$ cat config.mk
export PLATFORM = sky130hd
export DESIGN_NAME = sump2_event_filter_flat
export DESIGN_NICKNAME = d
export VERILOG_FILES = /design/src/rtl/sump2_event_filter_if.sv /design/src/rtl/sump2_event_filter.sv /design/src/flat_wrapper.sv
export SDC_FILE = /design/constraint.sdc
export NUM_CORES = 1
export LEC_CHECK = 0
export ABC_AREA = 1
export CORE_MARGIN = 5
export CORE_UTILIZATION = 60
export CTS_CLUSTER_DIAMETER = 80
export DETAILED_ROUTE_END_ITERATION = 12
export DONT_BUFFER_PORTS = 1
export HOLD_SLACK_MARGIN = 0.05
export PLACE_DENSITY = 0.76
export SLEW_MARGIN = 25
export SYNTH_ARGS = -nofsm -noshare
export SYNTH_HDL_FRONTEND = slang
export SYNTH_SLANG_ARGS = --single-unit
export TNS_END_PERCENT = 20
$ cat constraint.sdc
create_clock -name clk -period 3.4 [get_ports clk]
set_input_delay 0.51 -clock clk [delete_from_list [all_inputs] [get_ports clk]]
set_output_delay 0.51 -clock clk [all_outputs]
set_load 0.03 [all_outputs]
$ cat src/rtl/sump2_event_filter_if.sv
// rtl/sump2_event_filter_if.sv - event pin / conditioned event bundle for the SUMP2 input filter
interface sump2_event_filter_if #(
  parameter int CH     = 24,
  parameter int FILT_W = 4,
  parameter int CNT_W  = 16
);
  logic [CH-1:0]     events_din;
  logic [CH-1:0]     invert_mask;
  logic [FILT_W-1:0] filt_len;
  logic [4:0]        cnt_sel;
  logic              cnt_clr;
  logic [CH-1:0]     events_dout;
  logic [CH-1:0]     edge_rise;
  logic [CH-1:0]     edge_fall;
  logic              change;
  logic [CNT_W-1:0]  edge_cnt;

  modport master (
    output events_din, invert_mask, filt_len, cnt_sel, cnt_clr,
    input  events_dout, edge_rise, edge_fall, change, edge_cnt
  );

  modport slave (
    input  events_din, invert_mask, filt_len, cnt_sel, cnt_clr,
    output events_dout, edge_rise, edge_fall, change, edge_cnt
  );
endinterface

$ cat src/rtl/sump2_event_filter.sv
// rtl/sump2_event_filter.sv - synchronize, invert and run-length debounce SUMP2 event pins
// Also emits per-channel edge strobes, an any-change strobe and a saturating edge counter.
module sump2_event_filter #(
  parameter int CH     = 24,
  parameter int FILT_W = 4,
  parameter int CNT_W  = 16
) (
  input  logic                  clk,
  input  logic                  reset_l,
  sump2_event_filter_if.slave   bus
);
  localparam int unsigned CH_U = CH;

  logic [CH-1:0]     s1_q, s1_d;
  logic [CH-1:0]     s2_q, s2_d;
  logic [CH-1:0]     dout_q, dout_d;
  logic [CH-1:0]     rise_q, rise_d;
  logic [CH-1:0]     fall_q, fall_d;
  logic              change_q, change_d;
  logic [FILT_W-1:0] run_q [CH];
  logic [FILT_W-1:0] run_d [CH];
  logic [CNT_W-1:0]  cnt_q, cnt_d;
  logic [CH-1:0]     cond;
  logic [CH-1:0]     edges_q;
  logic              sel_hit;

  // run[i] counts consecutive cycles the conditioned input disagrees with the output;
  // >= (not ==) lets a lowered filt_len release a pending channel immediately.
  always_comb begin
    s1_d   = bus.events_din;
    s2_d   = s1_q;
    cond   = s2_q ^ bus.invert_mask;
    dout_d = dout_q;
    for (int i = 0; i < CH; i++) begin
      run_d[i] = '0;
      if (cond[i] != dout_q[i]) begin
        if (run_q[i] >= bus.filt_len) begin
          dout_d[i] = cond[i];
        end else begin
          run_d[i] = run_q[i] + FILT_W'(1);
        end
      end
    end
    rise_d   = dout_d & ~dout_q;
    fall_d   = dout_q & ~dout_d;
    change_d = |(rise_d | fall_d);
  end

  assign edges_q = rise_q | fall_q;
  assign sel_hit = (32'(bus.cnt_sel) < CH_U) && edges_q[bus.cnt_sel];

  always_comb begin
    cnt_d = cnt_q;
    if (bus.cnt_clr) begin
      cnt_d = '0;
    end else if (sel_hit && !(&cnt_q)) begin
      cnt_d = cnt_q + CNT_W'(1);
    end
  end

  always_ff @(posedge clk or negedge reset_l) begin
    if (!reset_l) begin
      s1_q     <= '0;
      s2_q     <= '0;
      dout_q   <= '0;
      rise_q   <= '0;
      fall_q   <= '0;
      change_q <= 1'b0;
      run_q    <= '{default: '0};
      cnt_q    <= '0;
    end else begin
      s1_q     <= s1_d;
      s2_q     <= s2_d;
      dout_q   <= dout_d;
      rise_q   <= rise_d;
      fall_q   <= fall_d;
      change_q <= change_d;
      run_q    <= run_d;
      cnt_q    <= cnt_d;
    end
  end

  assign bus.events_dout = dout_q;
  assign bus.edge_rise   = rise_q;
  assign bus.edge_fall   = fall_q;
  assign bus.change      = change_q;
  assign bus.edge_cnt    = cnt_q;
endmodule

$ cat src/flat_wrapper.sv
// flat-port wrapper written by rule: the top's interface ports become plain ports
module sump2_event_filter_flat 
#(
  parameter int CH     = 24,
  parameter int FILT_W = 4,
  parameter int CNT_W  = 16
)
  (clk, reset_l, bus_events_din, bus_invert_mask, bus_filt_len, bus_cnt_sel, bus_cnt_clr, bus_events_dout, bus_edge_rise, bus_edge_fall, bus_change, bus_edge_cnt);
  sump2_event_filter_if #(.CH(CH), .FILT_W(FILT_W), .CNT_W(CNT_W)) bus_i ();
  input  logic clk;
  input  logic reset_l;
  input wire logic [$bits(bus_i.events_din)-1:0] bus_events_din;
  input wire logic [$bits(bus_i.invert_mask)-1:0] bus_invert_mask;
  input wire logic [$bits(bus_i.filt_len)-1:0] bus_filt_len;
  input wire logic [$bits(bus_i.cnt_sel)-1:0] bus_cnt_sel;
  input wire logic [$bits(bus_i.cnt_clr)-1:0] bus_cnt_clr;
  output wire logic [$bits(bus_i.events_dout)-1:0] bus_events_dout;
  output wire logic [$bits(bus_i.edge_rise)-1:0] bus_edge_rise;
  output wire logic [$bits(bus_i.edge_fall)-1:0] bus_edge_fall;
  output wire logic [$bits(bus_i.change)-1:0] bus_change;
  output wire logic [$bits(bus_i.edge_cnt)-1:0] bus_edge_cnt;
  assign bus_i.events_din = bus_events_din;
  assign bus_i.invert_mask = bus_invert_mask;
  assign bus_i.filt_len = bus_filt_len;
  assign bus_i.cnt_sel = bus_cnt_sel;
  assign bus_i.cnt_clr = bus_cnt_clr;
  assign bus_events_dout = bus_i.events_dout;
  assign bus_edge_rise = bus_i.edge_rise;
  assign bus_edge_fall = bus_i.edge_fall;
  assign bus_change = bus_i.change;
  assign bus_edge_cnt = bus_i.edge_cnt;
  sump2_event_filter #(.CH(CH), .FILT_W(FILT_W), .CNT_W(CNT_W)) u_core (.clk(clk), .reset_l(reset_l), .bus(bus_i));
endmodule
==> summary.txt, run 1 <==
STA
  – Actual slew at the worst max-slew pin: 0.980 ns
  – Final hold viol count: roughly 230
  – Max_slew headroom: between 30% and 40%
  – Hold_ws: -0.306 ns
  – Final Critical Period: between 2 and 2.5 ns
  – RSZ-0062 raised after global routing: false
  – Final Slew Violations: 0
  – FMAX: about 430 MHz
  – Clock Skew: 0.0251 ns
  – Setup TNS: 0 ns
  – Final setup viols: 0
  – Fin crit share: 69.1%

Outcome
  – Violated checks: hold timing
  – Outcome: finished with violations

Route
  – Remaining antenna violation count: 0
  – Final wirelength: ~25000 um
  – Routed len/inst: roughly 17 um
  – Iter 0 DRT Violations: about 340
  – First-pass DRT Iterations: 4
  – Vias: 7932
  – Via density: approximately 5.4
  – DRC: 0

Setup path
  – Slowest-stage cell, CP: dfrtp_1
  – CP endpoint kind: flop
  – CP max stage delay: 0.40 ns
  – Worst Setup Start Kind: flop
  – Required @ worst endpoint: 3.82 ns
  – CP arrival: around 2.8 ns
  – CP cell instances: ha_1, inv_1, nor2_1, o211ai_1, nand3_1, nand2_1, o21a_1, inv_1, ha_1, nand4_1, nor4_1, nand2_1
  – CP Max Fanout: 3
  – CP Class: reg -> reg

Logic synthesis
  – Post-synth top area share: 48.8%
  – Synthesized instance count: around 1.1k
  – Post-synth EDFFs: 0
  – Asr flop ratio synth: 100%
  – Mapped Area: 11900 um^2
  – Cell taking the most area after synthesis: dfrtp_1
  – Post-Syn Nets: ~1.4k
  – Ys flop type: dfrtp_1
  – Unique masters post-synth: 29
  – Seq cells post-synth: between 200 and 250
  – Sequential fraction of the synthesis area: between 40% and 50%
  – Most frequent cell after synthesis: dfrtp_1
  – Commonest cells in the synthesized netlist: 233 x dfrtp_1, 169 x ha_1, 158 x nor2_1, 143 x inv_1
  – Synth top area cells: dfrtp_1 49%, ha_1 18%, nor2_1 5.0%, inv_1 4.5%, xor2_1 4.3%
  – Ys Warns: 0
  – Syn Area/Cell: ~10 um^2

Power
  – Net switching power: ~4.2 mW
  – Clock power share: about 28%
  – Peak VDD IR: about 0.64 mV
  – Cell leakage power: between 6 and 7 nW
  – Switching share of power: 39.6%
  – Sequential Power Share: a little under half
  – Comb pwr share: 26.8%
  – Internal Pwr Total: between 6 and 7 mW
  – Power Density: between 700 and 800 nW/um^2
  – Power Total: 10.5 mW

GRT
  – Pin count of the biggest net entering global routing: between 200 and 250
  – Number of global-route vias before repair: around 8.1k
  – GRT Util Overall: about 22%
  – First-pass GRT wire length: about 40000 um
  – Grt total ovfl: 0
  – Initial antenna violation count: 0

Clock network
  – CTS root buf: clkbuf_16
  – PostCTS Resize Cnt: 0
  – CTS Hold Bufs: 24
  – H-Tree Level Count: 1
  – Clock buffer depth: 3
  – Worst-Skew Late Latency: between 0.5 and 0.6 ns
  – TritonCTS clock tree: built
  – CTS Buf Count: 26
  – Post-CTS Setup Bufs: 0
  – CTS sink count: approximately 230
  – Clock-pin transition on the worst setup and hold timing paths: about 0.060 ns

Floorplan
  – I/O pin cnt: 149
  – Die H: approximately 150 um
  – Die area: about 23000 um^2
  – Core ar.: between 15000 and 20000 um^2
  – Num rows: just over 50
  – Die width: roughly 150 um
  – Initial Util: between 60% and 70%

Final layout
  – # diodes: 0
  – Layout net count: between 1k and 1.5k
  – Syn-to-layout area delta: 12.1%
  – Share of post-route cells with drive strength above 1: approximately 5.7%

Place
  – HPWL Detailed: roughly 17000 um
  – IO Port Bufs: 0
  – Placer Congestion: roughly 0.87

Worst hold path
  – Worst hold-check path type: in -> async

Flow run
  – Max Cap Viol: 0
[layout make-up]
type	instances	area, um^2
clock inverter	12	183
tap	265	332
multi-input combinational	758	5490
timing repair buffer	27	275
fill	1481	6150
inverter	145	544
clock buffer	34	721
sequential	233	5830
[cells by family after synthesis]
| group | after synthesis | share of synthesized area (%) |
|---|---|---|
| flops | 233 | 48.8 |
| fa+ha+maj | 169 | 17.7 |
| xor+xnor | 106 | 7.78 |
| simple gates | 407 | 16.2 |
| compound gates | 76 | 4.32 |
| buf+inv | 153 | 5.13 |
[worst max-delay path, delay by kind of cell (launching register included)]
kind,cells,cell delay [ns]
compound gates,2,0.38
simple gates,6,0.78
fa+ha+maj,2,0.56
flops,1,0.40
buf+inv,2,0.11
[power by group through the flow]
stage          registers (mW)  clock network, mW  logic (mW)
3_3_place_gp             4.85                  0        2.68
5_1_grt                  4.92               3.08        3.31
3_5_place_dp             4.87                  0        2.79
4_1_cts                  4.83               2.97        2.86
2_1_floorplan            4.65                  0        2.09
6_report                 4.81               2.90        2.82
[layer usage]
layer | vias up | wire, um | track usage, %
li1 | 3916 | - | -
met1 | 3794 | 10200 | 27.8
met2 | 172 | 11800 | 37.2
met3 | 50 | 1760 | 5.89
met4 | 0 | 783 | 7.62
met5 | - | 0 | 0
[path summary, 6_finish.rpt]
check | start | to | slack (ns) | depth (start not counted)
min in group clk | bus_cnt_sel[4] | u_core.bus.edge_cnt[6]$_DFFE_PN0P_ | 0.29 | 3
max | u_core.run_q[13]$_DFF_PN0_ | u_core.bus.change$_DFF_PN0_ | 1.05 | 12
max in group asynchronous | reset_l | u_core.bus.edge_cnt[4]$_DFFE_PN0P_ | 3.29 | 0
min | reset_l | u_core.bus.edge_fall[6]$_DFF_PN0_ | -0.31 | 0
min reg2reg | u_core.s1_q[6]$_DFF_PN0_ | u_core.s2_q[6]$_DFF_PN0_ | 0.35 | 0
max reg2reg | u_core.run_q[13]$_DFF_PN0_ | u_core.bus.change$_DFF_PN0_ | 1.05 | 12
[sequential cells by signal, summed over array words and instances, names as in the netlist]
register,count
u_core.bus.change,1
u_core.bus.events_dout,24
u_core.bus.edge_cnt,16
u_core.run_q,96
u_core.bus.edge_rise,24
u_core.s2_q,24
u_core.s1_q,24
u_core.bus.edge_fall,24
[cells in the final DEF (no fill, tap or decap), types with 2 or more instances in the layout]
cell type	instances
buf_4	2
nand3_2	14
bufinv_16	4
clkbuf_1	4
inv_2	2
clkinv_2	3
nor2_1	158
dlygate4sd3_1	24
nor2_4	2
ha_1	169
o211ai_1	24
a21oi_1	25
xor2_1	58
dfrtp_1	233
xnor2_1	48
nand2_1	79
inv_1	142
clkbuf_16	26
nand3_1	79
clkbuf_8	4
nor2_2	2
o21a_1	24
clkinvlp_4	3
nand4_1	69
[through the flow]
| step | hold slack, ns | cells | util [%] | cell area [um^2] | setup WS (ns) |
|---|---|---|---|---|---|
| 2_1_floorplan | 0.214 | 1144 | - | 11900 | 0.713 |
| 5_1_grt | -0.334 | 1474 | 68.5 | 13400 | 0.860 |
| 3_5_place_dp | 0.224 | 1404 | 62.7 | 12200 | 0.547 |
| 4_1_cts | -0.346 | 1474 | 68.5 | 13400 | 1.04 |
| 6_report | -0.306 | 1474 | 68.5 | 13400 | 1.05 |
| 3_3_place_gp | 0.226 | 1404 | 62.7 | 12200 | 0.654 |
No activity file was read; power rests on OpenSTA's default activity.
==> inputs of run 2 (changes only) <==
- clock period: 3.4 -> 2.45 ns (I/O delays scaled with it)
==> summary.txt, run 2 (synthesis gave the netlist of run 1 again) <==
STA
  – Actual slew at the worst max-slew pin: 0.494 ns (was 0.980 ns)
  – FMAX: 423 MHz (was 426 MHz)
  – Final Critical Period: 2.36 ns (was 2.35 ns)
  – Final hold viol count: 233 (unchanged)
  – RSZ-0062 raised after global routing: true (was false)
  – Fin crit share: 96.5% (was 69.1%)
  – Clock Skew: 0.0179 ns (was 0.0251 ns)
  – Max_slew headroom: 67.0% (was 34.2%)
  – Final setup viols: 0 (unchanged)
  – Setup TNS: 0 ns (unchanged)
  – Final Slew Violations: 0 (unchanged)
  – Hold_ws: -0.456 ns (was -0.306 ns)

Final layout
  – Most common library cell in the layout ignoring fill and taps: dfrtp_1 (unchanged)
  – Max reg flops: 96 (unchanged)
  – Share of post-route cells with drive strength above 1: 9.98% (was 5.71%)
  – Finished Cell Area: 13800 um^2 (was 13400 um^2)
  – Syn-to-layout area delta: 15.8% (was 12.1%)
  – # fillers: 1436 (was 1481)
  – Most frequent cells in the layout: 233 x dfrtp_1, 167 x ha_1, 158 x nor2_1 (was 233 x dfrtp_1, 169 x ha_1, 158 x nor2_1)
  – # diodes: 0 (unchanged)
  – FF/Latch Area: 5830 um^2 (unchanged)
  – Most flops, register: u_core.run_q (unchanged)
  – Layout net count: 1474 (was 1420)
  – Non-Filler Instances: 1528 (was 1474)
  – Area of the multi-input gates: 5520 um^2 (was 5490 um^2)

Setup path
  – Worst Setup SP: u_core.run_q[25]$_DFF_PN0_ (was u_core.run_q[13]$_DFF_PN0_)
  – CP endpoint kind: flop (unchanged)
  – Reg2reg start: u_core.run_q[25]$_DFF_PN0_ (was u_core.run_q[13]$_DFF_PN0_)
  – Worst R2R Setup Slack: 0.09 ns (was 1.05 ns)
  – Required @ worst endpoint: 2.86 ns (was 3.82 ns)
  – CP arrival: 2.77 ns (about the same)
  – CP Max Fanout: 3 (unchanged)
  – Worst Setup Start Kind: flop (unchanged)
  – CP Class: reg -> reg (unchanged)

Power
  – Peak VDD IR: 0.832 mV (was 0.636 mV)
  – Power Density: 1090 nW/um^2 (was 787 nW/um^2)
  – Switching share of power: 39.5% (was 39.6%)
  – Sequential Power Share: 43.2% (was 45.7%)
  – Net switching power: 5.92 mW (was 4.18 mW)
  – Power Total: 15.0 mW (was 10.5 mW)
  – Clock power share: 26.0% (was 27.5%)
  – Cell leakage power: 7.20 nW (was 6.92 nW)
  – Internal Pwr Total: 9.08 mW (was 6.36 mW)
  – Comb pwr share: 30.8% (was 26.8%)

Clock network
  – H-Tree Level Count: 1 (unchanged)
  – CTS sink count: 233 (unchanged)
  – CTS Hold Bufs: 24 (unchanged)
  – Clock-pin transition on the worst setup and hold timing paths: 0.06 ns (about the same)
  – Clock buffer depth: 3 (unchanged)
  – CTS Buf Count: 25 (was 26)
  – CTS root buf: clkbuf_16 (unchanged)
  – TritonCTS clock tree: built (unchanged)
  – Worst-Skew Late Latency: 0.53 ns (was 0.54 ns)

Floorplan
  – Die H: 151 um (unchanged)
  – Die width: 151 um (unchanged)
  – Die area: 22800 um^2 (unchanged)
  – Initial Util: 61.1% (unchanged)
  – Num rows: 51 (unchanged)
  – I/O pin cnt: 149 (unchanged)
  – Core ar.: 19500 um^2 (unchanged)

GRT
  – Initial antenna violation count: 0 (unchanged)
  – Grt total ovfl: 0 (unchanged)
  – First-pass GRT wire length: 42200 um (was 40100 um)
  – Pin count of the biggest net entering global routing: 234 (unchanged)
  – Number of global-route vias before repair: 8593 (was 8124)
  – GRT Util Overall: 23.2% (was 22.1%)

Route
  – Iter 0 DRT Violations: 387 (was 335)
  – Routed length on met1: 10300 um (was 10200 um)
  – Via density: 5.43 (was 5.38)
  – Top routing layer in use: met4 (unchanged)
  – Final wirelength: 25800 um (was 24500 um)
  – Wire length on met3: 1800 um (was 1760 um)
  – DRC: 0 (unchanged)
  – Vias: 8299 (was 7932)
  – First-pass DRT Iterations: 5 (was 4)
  – Wire length on met2: 12600 um (was 11800 um)
  – Routed len/inst: 16.9 um (was 16.7 um)
  – Remaining antenna violation count: 0 (unchanged)

Place
  – Placer Congestion: 0.832 (was 0.871)
  – HPWL Detailed: 18300 um (was 17200 um)
  – IO Port Bufs: 0 (unchanged)
  – Placed cell area: 12700 um^2 (was 12200 um^2)
  – Post-Place Cells: 1455 (was 1404)

Outcome
  – Violated checks: hold timing (unchanged)
  – Outcome: finished with violations (unchanged)

Worst hold path
  – Worst hold-check path type: in -> async (unchanged)

Flow run
  – Max Cap Viol: 0 (unchanged)
## run 2: cell count changes in the layout (fill, tap and decap cells not counted), sizes merged
cell,change
clkinvlp,-1
inv,-1
buf,+55
clkbuf,+3
clkinv,-1
bufinv,-1
## run 2: cell type report
cell class              count  area share (%)
multi-input cells         758            39.9
repair buffers             82            5.25
well taps                 265            2.40
clock buffers              37            5.36
flip-flops and latches    233            42.2
clock inverters             8           0.860
inverters                 145            3.99
## run 2: path summary, 6_finish.rpt
check / cells after the start / endpoint
worst max-delay path: 12 / u_core.bus.change$_DFF_PN0_
worst min-delay path: 0 / u_core.s2_q[10]$_DFF_PN0_
worst max register to register: 12 / u_core.bus.change$_DFF_PN0_
worst min register to register: 0 / u_core.s2_q[22]$_DFF_PN0_
max in group asynchronous: 0 / u_core.run_q[39]$_DFF_PN0_
min in group clk: 3 / u_core.bus.edge_cnt[7]$_DFFE_PN0P_
## run 2: critical path, stage by stage (launching register included)
cell and delay (ns):
dfrtp_1 0.40, ha_1 0.30, inv_1 0.06, nor2_1 0.05, o211ai_1 0.22, nand3_1 0.16, nand2_1 0.10, o21a_1 0.14
inv_1 0.05, ha_1 0.26, nand4_1 0.17, nor4_1 0.26, nand2_1 0.08
## run 2: per-stage QoR
step / util (%) / setup WS, ns
finish: 70.8 / 0.0858
floorplan: - / -0.00215
global placement: 64.9 / -0.122
CTS: 70.5 / 0.0479
global route: 70.8 / -0.0303
detailed placement: 64.9 / -0.210
## run 2: routing by layer
layer	vias to the layer above	GRT usage [%]
met4	0	9.52
met5	-	0
met1	3989	27.7
met2	212	40.2
li1	4027	-
met3	71	5.83
## run 2: timing repair
item,4_1_cts,5_1_grt
buffers inserted,0,4
resized for setup,0,2
endpoints found under the hold margin,257,233
endpoints found under the setup margin,0,1
## run 2: power groups by stage
| stage | clock (mW) | combinational (mW) | sequential [mW] |
|---|---|---|---|
| finish | 3.90 | 4.61 | 6.48 |
| global route | 4.16 | 5.28 | 6.63 |
| CTS | 3.99 | 4.60 | 6.50 |
| floorplan | 0 | 2.90 | 6.45 |
| global placement | 0 | 4.29 | 6.53 |
| detailed placement | 0 | 4.48 | 6.56 |
